===== src/rtl/ad_bus_pkg.sv =====
// ad_bus_pkg: shared state type and counter-width helper for the AD bus arbiter
package ad_bus_pkg;
    typedef enum logic [1:0] {IDLE, GRANT, TURN} ad_arb_state_t;
    function automatic int cnt_w(input int n);
        return (n < 1) ? 1 : $clog2(n + 1);
    endfunction
endpackage


===== src/rtl/ad_rr_pick.sv =====
// ad_rr_pick: round-robin pick of the first request at or above the pointer, with wrap
module ad_rr_pick #(
    parameter int NREQ = 4,
    parameter int IW = $clog2(NREQ)
) (
    input  logic [NREQ-1:0] req,
    input  logic [IW-1:0]   ptr,
    output logic [NREQ-1:0] onehot,
    output logic [IW-1:0]   idx,
    output logic            any
);
    localparam int DW = 2 * NREQ;
    logic [DW-1:0] masked;
    // Upper copy keeps every request eligible, so the wrap falls out of a plain priority scan
    always_comb begin
        masked = {req, req} & ~((DW'(1) << ptr) - DW'(1));
        idx = '0;
        for (int i = DW - 1; i >= 0; i--) begin
            if (masked[i]) idx = IW'(i % NREQ);
        end
    end
    assign any = |req;
    assign onehot = any ? (NREQ'(1) << idx) : '0;
endmodule


===== src/rtl/ad_bus_arbiter.sv =====
// ad_bus_arbiter: round-robin owner sequencing of the shared AD bus with bounded tenures
// and registered, turnaround-separated bufif0 enables.
module ad_bus_arbiter
    import ad_bus_pkg::*;
#(
    parameter int NREQ = 4,
    parameter int MAX_BURST = 8,
    parameter int TURNAROUND = 1
) (
    input  logic                    clk,
    input  logic                    reset,
    input  logic [NREQ-1:0]         req,
    output logic [NREQ-1:0]         gnt,
    output logic [NREQ-1:0]         drv_n,
    output logic                    bus_busy,
    output logic [$clog2(NREQ)-1:0] owner,
    output logic                    preempt
);
    localparam int IW = $clog2(NREQ);
    localparam int BW = cnt_w(MAX_BURST);
    localparam int TW = cnt_w(TURNAROUND);
    localparam logic [BW-1:0] BEAT_LAST = BW'(MAX_BURST);
    localparam logic [TW-1:0] TURN_LAST = TW'(TURNAROUND - 1);
    localparam logic [IW-1:0] IDX_LAST = IW'(NREQ - 1);

    if (TURNAROUND < 1 || TURNAROUND > 3 || NREQ < 2 || NREQ > 8 || MAX_BURST < 1 || MAX_BURST > 255) begin : g_bad_param
        $error("ad_bus_arbiter: parameter out of range");
    end

    ad_arb_state_t state_q, state_d;
    logic [NREQ-1:0] gnt_q, gnt_d, pick_oh;
    logic [IW-1:0] owner_q, owner_d, ptr_q, ptr_d, pick_idx;
    logic [BW-1:0] beat_q, beat_d;
    logic [TW-1:0] turn_q, turn_d;
    logic preempt_q, preempt_d, pick_any, start, drop;

    ad_rr_pick #(.NREQ(NREQ), .IW(IW)) u_pick (
        .req    (req),
        .ptr    (ptr_q),
        .onehot (pick_oh),
        .idx    (pick_idx),
        .any    (pick_any)
    );

    // A request drop wins over the burst limit, so preempt only marks pure limit releases
    always_comb begin
        drop = !req[owner_q];
        start = pick_any && (state_q == IDLE || (state_q == TURN && turn_q == TURN_LAST));
        state_d = state_q;
        gnt_d = gnt_q;
        owner_d = owner_q;
        ptr_d = ptr_q;
        beat_d = (state_q == GRANT) ? beat_q + 1'b1 : beat_q;
        turn_d = (state_q == TURN) ? turn_q + 1'b1 : turn_q;
        preempt_d = 1'b0;
        if (start) begin
            state_d = GRANT;
            gnt_d = pick_oh;
            owner_d = pick_idx;
            ptr_d = (pick_idx == IDX_LAST) ? '0 : pick_idx + 1'b1;
            beat_d = '0;
        end else if (state_q == TURN && turn_q == TURN_LAST) begin
            state_d = IDLE;
        end else if (state_q == GRANT && (drop || beat_d == BEAT_LAST)) begin
            state_d = TURN;
            gnt_d = '0;
            turn_d = '0;
            preempt_d = !drop;
        end
    end

    always_ff @(posedge clk or posedge reset) begin
        if (reset) begin
            state_q <= IDLE;
            gnt_q <= '0;
            owner_q <= '0;
            ptr_q <= '0;
            beat_q <= '0;
            turn_q <= '0;
            preempt_q <= 1'b0;
        end else begin
            state_q <= state_d;
            gnt_q <= gnt_d;
            owner_q <= owner_d;
            ptr_q <= ptr_d;
            beat_q <= beat_d;
            turn_q <= turn_d;
            preempt_q <= preempt_d;
        end
    end

    assign gnt = gnt_q;
    assign drv_n = ~gnt_q;
    assign bus_busy = (state_q != IDLE);
    assign owner = owner_q;
    assign preempt = preempt_q;

    a_onehot: assert property (@(posedge clk) $onehot0(gnt));
    a_drv: assert property (@(posedge clk) drv_n == ~gnt);
    a_req_known: assert property (@(posedge clk) disable iff (reset) !$isunknown(req));
    a_no_handover: assert property (@(posedge clk) disable iff (reset) (|gnt) && (|$past(gnt)) |-> gnt == $past(gnt));
    for (genvar k = 1; k <= TURNAROUND; k++) begin : g_gap
        a_gap: assert property (@(posedge clk) disable iff (reset) $rose(|gnt) |-> $past(gnt, k) == '0);
    end
endmodule


===== config.mk =====
export PLATFORM = sky130hd
export DESIGN_NAME = ad_bus_arbiter
export DESIGN_NICKNAME = d
export VERILOG_FILES = /design/src/rtl/ad_bus_pkg.sv /design/src/rtl/ad_rr_pick.sv /design/src/rtl/ad_bus_arbiter.sv
export SDC_FILE = /design/constraint.sdc
export NUM_CORES = 1
export LEC_CHECK = 0
export ABC_CLOCK_PERIOD_IN_PS = 2500
export BUFFER_PORTS_ARGS = -buffer_cell sky130_fd_sc_hd__buf_4
export CORE_MARGIN = 8
export CORE_UTILIZATION = 53
export DETAILED_ROUTE_END_ITERATION = 10
export PLACE_DENSITY = 0.75
export SLEW_MARGIN = 10
export SYNTH_ARGS = -nofsm -noshare
export SYNTH_HDL_FRONTEND = slang
export SYNTH_SLANG_ARGS = --single-unit

===== constraint.sdc =====
create_clock -name clk -period 2.5 [get_ports clk]
set_clock_uncertainty 0.1 [all_clocks]
set_input_delay 0.125 -clock clk [delete_from_list [all_inputs] [get_ports clk]]
set_output_delay 0.125 -clock clk [all_outputs]
set_load 0.02 [all_outputs]

==> impl_results.md <==
- Achievable frequency: 432.6 MHz
- Initial Util: 55.60%
- Initial antenna violation count: 0
- YS warnings: 0
- Peak VDD IR: 0.6844 mV
- Asr flop ratio synth: 100.0%
- Horiz. Die Dim: 58.33 um
- CP cell instances: or2_2 -> ha_1 -> a22oi_1 -> a31oi_1 -> inv_1 -> ha_1 -> nand2_1 -> nand2_1
- Synth Flop Type: dfrtp_1
- Drt pass-1 iters: 5
- DRC viols: 0
- Pin count of the biggest net entering global routing: 17
- Sequential fraction of the synthesis area: between 40% and 50%
- Critical Path AT: 2420 ps
- Clock Path Buffers: 2
- Final setup TNS: 0 ps
- Clk Tree Root Cell: clkbuf_4
- Crit start category: flop
- Mean Syn Cell Area: 9.892 um2
- Post-CTS Setup Bufs: 0
- Unrepaired setup endpoints after global routing: no
- Post-DP HPWL: between 1.5 and 2 mm
- CTS buffer count: 3
- Relative slew margins: 44.79%
- Crit path max fanout: 7
- Final Hold Viols: 0
- Placed cells: 137
- Ranking of synthesized cells by area: dfrtp_1, ha_1, nand2_1
- Final WL: 1.992 mm
- Cell area power density: 1310 nW/um2
- Share of the synthesized area in the top cell type: roughly 42%
- Hold Path Sink: gnt[2]
- Post-route insts no fill: roughly 140
- Number of distinct library cells after synthesis: 34
- Delay-heaviest family, CP: adder cells
- Final setup fails: 0
- Max Slew Vio Count: 0
- Nets: approximately 130
- Cells on worst reg2reg path: 8
- Hold Path Cell Cnt: 4
- GRT Resource Usage Total: 12.74%
- Critical R2R Launch: ptr_q[1]
- Final Wtd Congestion: around 0.77
- Min-Delay Path Class: in -> reg
- CTS tree: built
- First-pass GRT wire length: 3.415 mm
- Routed vias: 767
- Detail Route Antenna Nets: 0
- Mapped Area: 949.7 um2
- Yosys reg bits: 16
- Die Y: 58.33 um
- Critical R2R Capture: ptr_q[1]
- Worst Path Buf+Inv: 1
- Clk sink count: 16
- Clock-pin slew on the worst setup and hold paths: 110 ps
- WS Path Type: reg -> reg
- Period utilization: 92.45%
- CTS Hold Buffers Added: 1
- Clock Latency Late Sink: around 300 ps
- Avg WL per Cell: ~14 um
- Status: complete, no violations
- Ant diodes: 0
- Largest stage delay, worst path: 450 ps
- Ports: 18
- Synth-to-layout area growth: 20.69%
- Cell taking the most area after synthesis: dfrtp_1
- H-tree levels: 1
- 1st-iter DRT viols: 20
- Slowest cell on crit path: dfrtp_1
- Most frequent cells in the layout: buf_4, dfrtp_1, nand2_1, inv_1, nor2_1
- Core area: 1708 um2
- Vias in the first global route: 780
- Via/cell ratio: 5.401
- Syn nets: 107
- CP Capture Type: flop
- DIE AREA: between 3000 and 4000 um2
- Post-CTS Resized: 0
- Commonest non-fill, non-tap cell in the layout: buf_4
- Final Critical Period: 2311 ps
- Slew @ Worst Pin: about 800 ps
- Mapped Cells: 96
- Layout cell share with drive strength beyond 1: 24.79%
- Worst hold start: req[3]
- Max-Cap Viols: 0
- Total gr overflow: 0
- Reg-to-reg slack, setup: 190 ps
- Post-synth EDFFs: 0
- PortBufs: 17
- Row cnt: 15
- Leak: 0.5400 nW
- Worst Path Required: 2610 ps
-- synthesized netlist by cell type, types with 3 or more instances --
cell / number
a21oi_1: 3
dfrtp_1: 16
ha_1: 5
inv_1: 12
nand2_1: 15
nor2_1: 7
o21ai_0: 3
-- worst max-delay path by stage --
stage,from,slack [ps],cells past startpoint,to
finish,ptr_q[1],190,8,ptr_q[1]
global route,ptr_q[1],30,8,ptr_q[1]
CTS,ptr_q[1],220,8,ptr_q[1]
detailed placement,ptr_q[1],240,8,ptr_q[1]
global placement,ptr_q[1],270,8,ptr_q[1]
floorplan,ptr_q[1],460,8,ptr_q[1]
-- power by group --
group	switching [W]	internal [W]	leakage, nW
combinational	0.000490	0.000359	0.314
sequential	0.000102	0.000368	0.205
clock	0.0000927	0.0000889	0.0210
total	0.000685	0.000816	0.540
-- registers in the layout, indices dropped and copies added (netlist names) --
signal / flops
ptr_q: 2
owner: 2
state_q: 2
preempt: 1
beat_q: 4
turn_q: 1
gnt: 4
-- routing by layer --
layer  vias up  global-route usage (%)  share of wire [%]
li1        382                       -                  -
met1       364                   14.99                 48
met2        18                   21.42                 48
met3         3                   3.261                3.4
met4         0                   5.245                1.4
met5         -                       0                  0
-- metrics by stage --
stage	power [W]	hold slack, ps	cell area [um2]	worst slack [ps]	util [%]
after floorplan	0.001047	-61.26	949.7	460.6	-
after global placement	0.001300	135.8	1100	270.2	64.40
after detailed placement	0.001326	141.1	1100	241.9	64.40
after CTS	0.001509	93.29	1146	222.1	67.11
after global routing	0.001616	119.2	1146	33.96	67.11
final	0.001501	93.85	1146	188.6	67.11
-- layout make-up --
cell class	count	area, um2
Tap cell	25	31.28
Clock buffer	4	36.28
Multi-Input combinational cell	66	488.0
Timing Repair Buffer	19	145.1
Sequential cell	16	400.4
Fill cell	129	561.8
Inverter	12	45.04
-- cells by family after synthesis --
family | Yosys count | share of synthesized area (%)
AND/OR/NAND/NOR | 33 | 16.86
adder cells (fa/ha/maj) | 5 | 6.588
AO/OA/AOI/OAI | 23 | 21.61
multiplexers | 2 | 3.557
flip-flops | 16 | 42.16
XOR/XNOR | 3 | 2.767
buffers and inverters | 14 | 6.455
-- worst reg2reg max path: cells and delay by family (launching register included) --
family                     cells  cell delay [ps]
AOI/OAI and AO/OA              2              530
adders and majority gates      2              600
buffers and inverters          1               90
DFF                            1              450
and+or+nand+nor                3              450
(Power assumes the default switching activity.)
